`src/rtl/fifo_stream_drain_if.sv`:
```
// Signal bundle between synchronous_fifo read side, fifo_stream_drain and the
// downstream stream consumer. master = fifo_stream_drain, slave = its environment.
interface fifo_stream_drain_if #(
   parameter int unsigned DATA_WIDTH = 8
);
   logic                  fifo_empty;
   logic                  fifo_rd_en;
   logic [DATA_WIDTH-1:0] fifo_data;
   logic                  m_valid;
   logic                  m_ready;
   logic [DATA_WIDTH-1:0] m_data;
   logic                  m_last;
   logic                  flush;
   logic                  flush_done;

   modport master (
      input  fifo_empty, fifo_data, m_ready, flush,
      output fifo_rd_en, m_valid, m_data, m_last, flush_done
   );

   modport slave (
      output fifo_empty, fifo_data, m_ready, flush,
      input  fifo_rd_en, m_valid, m_data, m_last, flush_done
   );
endinterface

```
`src/rtl/fifo_stream_drain.sv`:
```
// Drains synchronous_fifo into a burst-framed valid/ready stream via a 3-entry skid buffer.
// Define FIFO_STREAM_DRAIN_STATS_EN to add the word_count handshake counter port.
module fifo_stream_drain #(
   parameter int unsigned DATA_WIDTH = 8,
   parameter int unsigned BURST_LEN  = 4,
   parameter int unsigned CNT_WIDTH  = 16
) (
   input  logic                 clk,
   input  logic                 reset,
   fifo_stream_drain_if.master  bus
`ifdef FIFO_STREAM_DRAIN_STATS_EN
   ,
   output logic [CNT_WIDTH-1:0] word_count
`endif
);

   localparam logic [1:0] IDLE  = 2'd0;
   localparam logic [1:0] RUN   = 2'd1;
   localparam logic [1:0] DRAIN = 2'd2;

   logic [1:0]            state_q, state_d;
   logic [1:0]            occ_q, occ_d;
   logic                  inflight_q, inflight_d;
   logic [CNT_WIDTH-1:0]  beat_q, beat_d;
   logic                  flush_done_q, flush_done_d;
   logic                  ack_q, ack_d;
   logic [DATA_WIDTH-1:0] skid_q [3];
   logic [DATA_WIDTH-1:0] skid_d [3];

   logic       rd_en;
   logic       pop;
   logic       last;
   logic       drained;
   logic [1:0] occ_mid;

   // Credit counts buffered words plus the read still in flight, so a capture never overflows.
   always_comb begin
      rd_en   = (state_q == RUN) && !bus.fifo_empty &&
                (({1'b0, occ_q} + {2'b00, inflight_q}) < 3'd3);
      last    = (occ_q != 2'd0) && (beat_q == CNT_WIDTH'(BURST_LEN - 1));
      pop     = (occ_q != 2'd0) && bus.m_ready;
      drained = (occ_q == 2'd0) && !inflight_q;
   end

   always_comb begin
      skid_d     = skid_q;
      occ_mid    = occ_q - {1'b0, pop};
      inflight_d = rd_en;
      if (pop) begin
         skid_d[0] = skid_q[1];
         skid_d[1] = skid_q[2];
      end
      if (inflight_q) begin
         for (int unsigned i = 0; i < 3; i++) begin
            if (occ_mid == 2'(i)) skid_d[i] = bus.fifo_data;
         end
      end
      occ_d = occ_mid + {1'b0, inflight_q};
   end

   // ack_q remembers an acknowledged flush so a held flush level yields one pulse only.
   always_comb begin
      state_d      = state_q;
      flush_done_d = 1'b0;
      beat_d       = beat_q;
      if (pop) beat_d = last ? '0 : beat_q + CNT_WIDTH'(1);
      case (state_q)
         IDLE: begin
            if (!bus.flush) state_d = RUN;
            else            flush_done_d = !ack_q;
         end
         RUN: begin
            if (bus.flush) state_d = DRAIN;
         end
         DRAIN: begin
            if (drained) begin
               flush_done_d = 1'b1;
               beat_d       = '0;
               state_d      = IDLE;
            end
         end
         default: state_d = IDLE;
      endcase
      ack_d = bus.flush && (ack_q || flush_done_d);
   end

   always_ff @(posedge clk) begin
      if (!reset) begin
         state_q      <= IDLE;
         occ_q        <= '0;
         inflight_q   <= 1'b0;
         beat_q       <= '0;
         flush_done_q <= 1'b0;
         ack_q        <= 1'b0;
         for (int unsigned i = 0; i < 3; i++) skid_q[i] <= '0;
      end else begin
         state_q      <= state_d;
         occ_q        <= occ_d;
         inflight_q   <= inflight_d;
         beat_q       <= beat_d;
         flush_done_q <= flush_done_d;
         ack_q        <= ack_d;
         skid_q       <= skid_d;
      end
   end

   assign bus.fifo_rd_en = rd_en;
   assign bus.m_valid    = (occ_q != 2'd0);
   assign bus.m_data     = skid_q[0];
   assign bus.m_last     = last;
   assign bus.flush_done = flush_done_q;

`ifdef FIFO_STREAM_DRAIN_STATS_EN
   logic [CNT_WIDTH-1:0] word_count_q, word_count_d;

   always_comb word_count_d = word_count_q + CNT_WIDTH'(pop);

   always_ff @(posedge clk) begin
      if (!reset) word_count_q <= '0;
      else        word_count_q <= word_count_d;
   end

   assign word_count = word_count_q;
`endif

endmodule
```
`src/flat_wrapper.sv`:
```
// flat-port wrapper written by rule: the top's interface ports become plain ports
module fifo_stream_drain_flat 
#(
   parameter int unsigned DATA_WIDTH = 8,
   parameter int unsigned BURST_LEN  = 4,
   parameter int unsigned CNT_WIDTH  = 16
)
  (clk, reset, bus_fifo_empty, bus_fifo_data, bus_m_ready, bus_flush, bus_fifo_rd_en, bus_m_valid, bus_m_data, bus_m_last, bus_flush_done);
  fifo_stream_drain_if #(.DATA_WIDTH(DATA_WIDTH)) bus_i ();
  input  logic clk;
  input  logic reset;
  input wire logic [$bits(bus_i.fifo_empty)-1:0] bus_fifo_empty;
  input wire logic [$bits(bus_i.fifo_data)-1:0] bus_fifo_data;
  input wire logic [$bits(bus_i.m_ready)-1:0] bus_m_ready;
  input wire logic [$bits(bus_i.flush)-1:0] bus_flush;
  output wire logic [$bits(bus_i.fifo_rd_en)-1:0] bus_fifo_rd_en;
  output wire logic [$bits(bus_i.m_valid)-1:0] bus_m_valid;
  output wire logic [$bits(bus_i.m_data)-1:0] bus_m_data;
  output wire logic [$bits(bus_i.m_last)-1:0] bus_m_last;
  output wire logic [$bits(bus_i.flush_done)-1:0] bus_flush_done;
  assign bus_i.fifo_empty = bus_fifo_empty;
  assign bus_i.fifo_data = bus_fifo_data;
  assign bus_i.m_ready = bus_m_ready;
  assign bus_i.flush = bus_flush;
  assign bus_fifo_rd_en = bus_i.fifo_rd_en;
  assign bus_m_valid = bus_i.m_valid;
  assign bus_m_data = bus_i.m_data;
  assign bus_m_last = bus_i.m_last;
  assign bus_flush_done = bus_i.flush_done;
  fifo_stream_drain #(.DATA_WIDTH(DATA_WIDTH), .BURST_LEN(BURST_LEN), .CNT_WIDTH(CNT_WIDTH)) u_core (.clk(clk), .reset(reset), .bus(bus_i));
endmodule
```
`config.mk`:
```
export PLATFORM = sky130hd
export DESIGN_NAME = fifo_stream_drain_flat
export DESIGN_NICKNAME = d
export VERILOG_FILES = /design/src/rtl/fifo_stream_drain_if.sv /design/src/rtl/fifo_stream_drain.sv /design/src/flat_wrapper.sv
export SDC_FILE = /design/constraint.sdc
export NUM_CORES = 1
export LEC_CHECK = 0
export ABC_AREA = 0
export BUFFER_PORTS_ARGS = -buffer_cell sky130_fd_sc_hd__buf_2
export CAP_MARGIN = 20
export CORE_AREA = 2 2 90 92
export DETAILED_ROUTE_END_ITERATION = 10
export DIE_AREA = 0 0 92 94
export PLACE_DENSITY = 0.48
export RECOVER_POWER = 25
export SYNTH_ARGS = -nofsm -noshare
export SYNTH_HDL_FRONTEND = slang
export SYNTH_SLANG_ARGS = --single-unit
```
`constraint.sdc`:
```
create_clock -name clk -period 2.4 [get_ports clk]
set_input_delay 0.12 -clock clk [delete_from_list [all_inputs] [get_ports clk]]
set_output_delay 0.12 -clock clk [all_outputs]
set_load 0.03 [all_outputs]
```
==> flow_summary.ini, run 1 <==
[final_layout]
area_delta_synth_final_pct = 12.1
drive_above_1_share = 0.124
nets = 291
finalNonFillerCells = 376
diodes = 0
design_area_sq_mm = 0.00254

[worst_hold_path]
worstHoldPathType = in -> reg

[power]
p_leak_nw = 1.11
ir_drop_uv = 548
power_density_mw_per_mm2 = 810

[critical_path]
cp.required_ns = 2.59
crit_type = reg -> reg
cp_cell_sequence = o21ai_4 -> inv_1 -> ha_1 -> xnor2_1 -> nand3_1 -> o211a_1
crit_fanout = 16
slowest_stage = nand3_1
start_kind = flop
endpoint_kind = flop
max_stage_delay_ns = 0.49
cp.arrival_ns = 2.27

[routing]
num_vias = 1799
dr.first_iter.drc_count = 87
totalWireLength_mm = 4.76
drc = 0
routed.top_layer = met4
wl_met2_mm = 2.11
wl_met3_microns = 145
dr.pass1.iters = 4
ant_nets = 0
via_per_inst = 4.78
m1WireLength_mm = 2.44
wl_per_cell_microns = 12.7

[yosys]
synth_top_area_cell = dfxtp_1
yosys_register_bits = 47
ys_top_cells_by_count = 47 x dfxtp_1, 47 x nand2_1, 21 x nand3_1, 17 x nor2_1, 16 x o211a_1
synth_top_area_share = 0.415
synth_edf_count = 0
async_flop_share = 0
synthTopCellsByArea = dfxtp_1 42%, nand2_1 7.8%, o211a_1 7.1%
synth.distinct_cells = 35
synth_area_per_cell_sq_um = 8.85
synth_warnings = 0
synth-seq-area-share = 0.415
synth_nets = 274
netlist_instances = 256
syn_area_sq_mm = 0.00227
ys.flop_type = dfxtp_1

[sta]
setup_viol = 0
rsz0062_at_grt = no
relSlewSlack = 0.602
skew_ns = 0.00407
fin_setup_tns_ns = 0
finalCritPeriodShare = 0.865
hold_viol = 0
timing.final.crit_period_ns = 2.08
tightestPinTransition_ns = 0.596
slew_violations = 0
max_freq_ghz = 0.482

[clocking]
clk_pin_slew_ns = 0.09
cts_root_buf = clkbuf_8
cts_hold_buffers = 1
post_cts_resized = 0
postCtsSetupBuffers = 0
cts_max_path_buffers = 2
clk_latency_ns = 0.29
cts_tree = built
cts.sink_count = 47
cts_inserted_buffers = 5
ctsHtreeMaxLevel = 2

[status]
status = finished clean

[floorplan]
num_io_pins = 25
start_util = 0.298
die_h_microns = 94
die_w_microns = 92
coreArea_sq_mm = 0.00761
die-area_sq_mm = 0.00865
num_rows = 32

[global_routing]
grt_pass1_vias = 1683
grt_first_pass_wirelength_mm = 8.08
gr-usage-all-layers = 0.118
grt_overflow_total = 0
antenna_found_initial = 0
grt_max_degree = 33

[flow_run]
cap_violations = 0

[placement]
placed_area_sq_mm = 0.00243
placed_cells = 367
place_congestion = 0.761
port_buffers = 24
dp.final_hpwl_mm = 3.16
[placed cells by master, fill, tap and decap left out, types with 2 or more instances in the layout]
| cell type | n |
|---|---|
| dfxtp_1 | 47 |
| ha_1 | 5 |
| nand3_1 | 21 |
| inv_1 | 7 |
| xnor2_1 | 10 |
| nor4_1 | 4 |
| clkbuf_1 | 11 |
| nor4_4 | 2 |
| a31o_2 | 2 |
| buf_2 | 13 |
| xor2_1 | 5 |
| a21oi_1 | 5 |
| nor3_1 | 3 |
| and3_1 | 3 |
| buf_4 | 4 |
| nor2_1 | 17 |
| nand2_1 | 47 |
| o21ai_0 | 10 |
| and4_1 | 2 |
| o211a_1 | 16 |
| nand4_1 | 8 |
| clkbuf_8 | 6 |
| a21boi_0 | 8 |
| and2_1 | 3 |
[power by group]
group	leakage [nW]	internal [mW]	switching (mW)
clock	0.0612	0.337	0.266
combinational	0.669	0.176	0.387
sequential	0.380	0.834	0.0573
total	1.11	1.35	0.710
[final cells by class]
type,instances,area [sq um]
Multi-Input combinational cell,183,1180
Clock inverter,2,35.0
Tap cell,102,128
Fill cell,838,5070
Inverter,7,26.3
Timing Repair Buffer,29,146
Sequential cell,47,941
Clock buffer,6,82.6
[critical path: cells and delay by family, from the launching register on]
family / cells / cell delay [ns]
compound gates: 2 / 0.57
xor+xnor: 1 / 0.26
fa+ha+maj: 1 / 0.19
buf+inv: 1 / 0.07
flops: 1 / 0.39
simple gates: 1 / 0.49
[path summary, 6_finish.rpt]
kind,from,to,slack (ns),cells past startpoint
max,u_core.occ_q[1]$_SDFF_PN0_,u_core.skid_q[9]$_SDFF_PN0_,0.32,6
min,bus_fifo_data[7],u_core.skid_q[15]$_SDFF_PN0_,0.09,2
max reg2reg,u_core.occ_q[1]$_SDFF_PN0_,u_core.skid_q[9]$_SDFF_PN0_,0.32,6
min reg2reg,u_core.ack_q$_SDFF_PN0_,u_core.ack_q$_SDFF_PN0_,0.48,2
[metal layers]
metal | track usage | vias up
met5 | 0 | -
met4 | 0.0373 | 0
met3 | 0.0249 | 6
met2 | 0.186 | 23
met1 | 0.161 | 853
li1 | - | 917
[cell families (layout without fill, tap and decap cells)]
logic type                 count (synthesis)  in the layout  share of synthesized area
AOI/OAI and AO/OA                         44             44                      0.160
xor gates and xnor gates                  15             15                     0.0580
adders and majority gates                  5              5                     0.0276
buffers and inverters                     26             44                     0.0630
DFF                                       47             47                      0.415
muxes                                      1              1                    0.00442
and+or+nand+nor                          118            118                      0.272
[per-stage QoR]
step | worst slack [ns] | total power [mW] | utilization | hold WS, ns
detailed placement | 0.312 | 1.49 | 0.319 | 0.319
finish | 0.325 | 2.06 | 0.334 | 0.0906
floorplan | 0.380 | 1.33 | - | 0.196
CTS | 0.289 | 2.10 | 0.336 | 0.0837
global placement | 0.383 | 1.48 | 0.319 | 0.318
global route | 0.120 | 2.19 | 0.334 | 0.0880
[state kept, by name, summed over array words and instances, names as in the netlist]
name                   cells
u_core.occ_q               2
u_core.inflight_q          1
u_core.skid_q             16
u_core.bus.m_data          8
u_core.state_q             2
u_core.bus.flush_done      1
u_core.beat_q             16
u_core.ack_q               1
(Power assumes the default switching activity.)
==> run 2: changes to the inputs <==
==> constraint.sdc (replaced) <==
create_clock -name clk -period 2.4 [get_ports clk]
set_input_delay 0.24 -clock clk [delete_from_list [all_inputs] [get_ports clk]]
set_output_delay 0.24 -clock clk [all_outputs]
set_load 0.03 [all_outputs]
==> run 2 against run 1 <==
Net effect:
- clock-buffer cell count unchanged
- setup slack worse by 0.12 ns
- sequential power about the same
- non-clock buffer count down 1
- clock skew up 0.0048 ns
- hold slack better by 0.039 ns
- sequential share of layout area up 0.11 points
- maximum frequency down 5.7%
- critical path depth unchanged
- routed wire length down 1.2%
- critical endpoint unchanged
- largest cell class unchanged
- largest power group unchanged
- highest routed layer unchanged
==> flow_summary.ini, run 2 (synthesis results as in run 1) <==
[status]
status = finished clean

[power]
p_switching_mw = 0.705
p_leak_nw = 1.11
p_sw_frac = 0.343
intPower_mw = 1.35
ir_drop_uv = 663
power_density_mw_per_mm2 = 810
p_clk_frac = 0.294
power_frac_seq = 0.433
pwr-share-comb = 0.273

[sta]
slew_violations = 0
tightestPinTransition_ns = 0.628
skew_ns = 0.00891
finalCritPeriodShare = 0.917
relSlewSlack = 0.580
fin_setup_tns_ns = 0
rsz0062_at_grt = yes
setup_viol = 0
hold_viol = 0
timing.final.crit_period_ns = 2.20
max_freq_ghz = 0.455

[final_layout]
diodes = 0
final_core_util = 0.333
design_area_sq_mm = 0.00253
nets = 290
drive_above_1_share = 0.132
area_delta_synth_final_pct = 11.8
mostFrequentLayoutCells = 47 x nand2_1, 47 x dfxtp_1, 21 x nand3_1, 17 x nor2_1, 16 x o211a_1

[global_routing]
gr-usage-all-layers = 0.120
antenna_found_initial = 0
grt_max_degree = 32
grt_first_pass_wirelength_mm = 8.22
grt_pass1_vias = 1654
grt_overflow_total = 0

[routing]
wl_per_cell_microns = 12.5
ant_nets = 0
num_vias = 1792
drc = 0
dr.first_iter.drc_count = 103
totalWireLength_mm = 4.71
via_per_inst = 4.78
dr.pass1.iters = 4

[floorplan]
num_rows = 32
start_util = 0.298
die_h_microns = 94
coreArea_sq_mm = 0.00761
die-area_sq_mm = 0.00865
die_w_microns = 92
num_io_pins = 25

[critical_path]
start_kind = flop
crit_type = reg -> reg
rrSetupSlack_ns = 0.20
cp.required_ns = 2.59
crit_fanout = 16
endpoint_kind = flop
r2r_cells = 6
cp.arrival_ns = 2.39

[flow_run]
cap_violations = 0

[clocking]
clk_latency_ns = 0.30
clk_pin_slew_ns = 0.09
cts_root_buf = clkbuf_8
cts_tree = built
post_cts_resized = 0
cts_inserted_buffers = 5
cts_hold_buffers = 0
cts.sink_count = 47
ctsHtreeMaxLevel = 2
cts_max_path_buffers = 2

[placement]
dp.final_hpwl_mm = 3.20
port_buffers = 24
placed_area_sq_mm = 0.00243
place_congestion = 0.706

[worst_hold_path]
whs_path_depth = 2
worstHoldPathType = in -> reg
## run 2: cell count changes in the layout (fill, tap and decap cells not counted)
| cell | change |
|---|---|
| dlygate4sd3_1 | -1 |
| and2_0 | -1 |
| buf_2 | +2 |
| and2_1 | +1 |
| clkbuf_1 | -2 |
## run 2: final cells by class
class | count | area [sq um]
Fill cell | 843 | 5070
Multi-Input combinational cell | 183 | 1180
Clock buffer | 6 | 82.6
Sequential cell | 47 | 941
Inverter | 7 | 26.3
Timing Repair Buffer | 28 | 139
Tap cell | 102 | 128
Clock inverter | 2 | 35.0
## run 2: routing by layer
metal  GRT usage  routed length [microns]
met3      0.0241                      180
met4      0.0448                       76
met1       0.167                     2350
met5           0                        0
met2       0.182                     2100
## run 2: power by group through the flow
stage          logic, mW  clock network, mW  registers [mW]
2_1_floorplan      0.433                  0           0.900
3_3_place_gp       0.577                  0           0.906
3_5_place_dp       0.575                  0           0.908
4_1_cts            0.577              0.628           0.889
5_1_grt            0.630              0.663           0.899
6_report           0.561              0.603           0.889
## run 2: final timing paths
kind / to / startpoint
min reg2reg: u_core.ack_q$_SDFF_PN0_ / u_core.ack_q$_SDFF_PN0_
min: u_core.state_q[0]$_SDFFE_PN0P_ / bus_flush
max: u_core.skid_q[9]$_SDFF_PN0_ / u_core.occ_q[1]$_SDFF_PN0_
max reg2reg: u_core.skid_q[9]$_SDFF_PN0_ / u_core.occ_q[1]$_SDFF_PN0_
## run 2: critical path, stage by stage, from the launching register on
cell	delay (ns)
dfxtp_1	0.39
o21ai_4	0.17
inv_1	0.07
ha_1	0.19
xnor2_1	0.33
nand3_1	0.54
o211a_1	0.40
## run 2: per-stage QoR
step / hold slack (ns) / std cells / setup slack (ns) / power (mW)
CTS: 0.117 / 375 / 0.145 / 2.09
floorplan: 0.316 / 256 / 0.380 / 1.33
global route: 0.124 / 375 / -0.106 / 2.19
detailed placement: 0.450 / 367 / 0.195 / 1.48
global placement: 0.447 / 367 / 0.243 / 1.48
finish: 0.130 / 375 / 0.200 / 2.05
## run 2: what timing repair did
action / in CTS / in global routing
endpoints found under the hold margin: 0 / 0
setup buffers: 0 / 0
setup endpoints to repair: 0 / 16
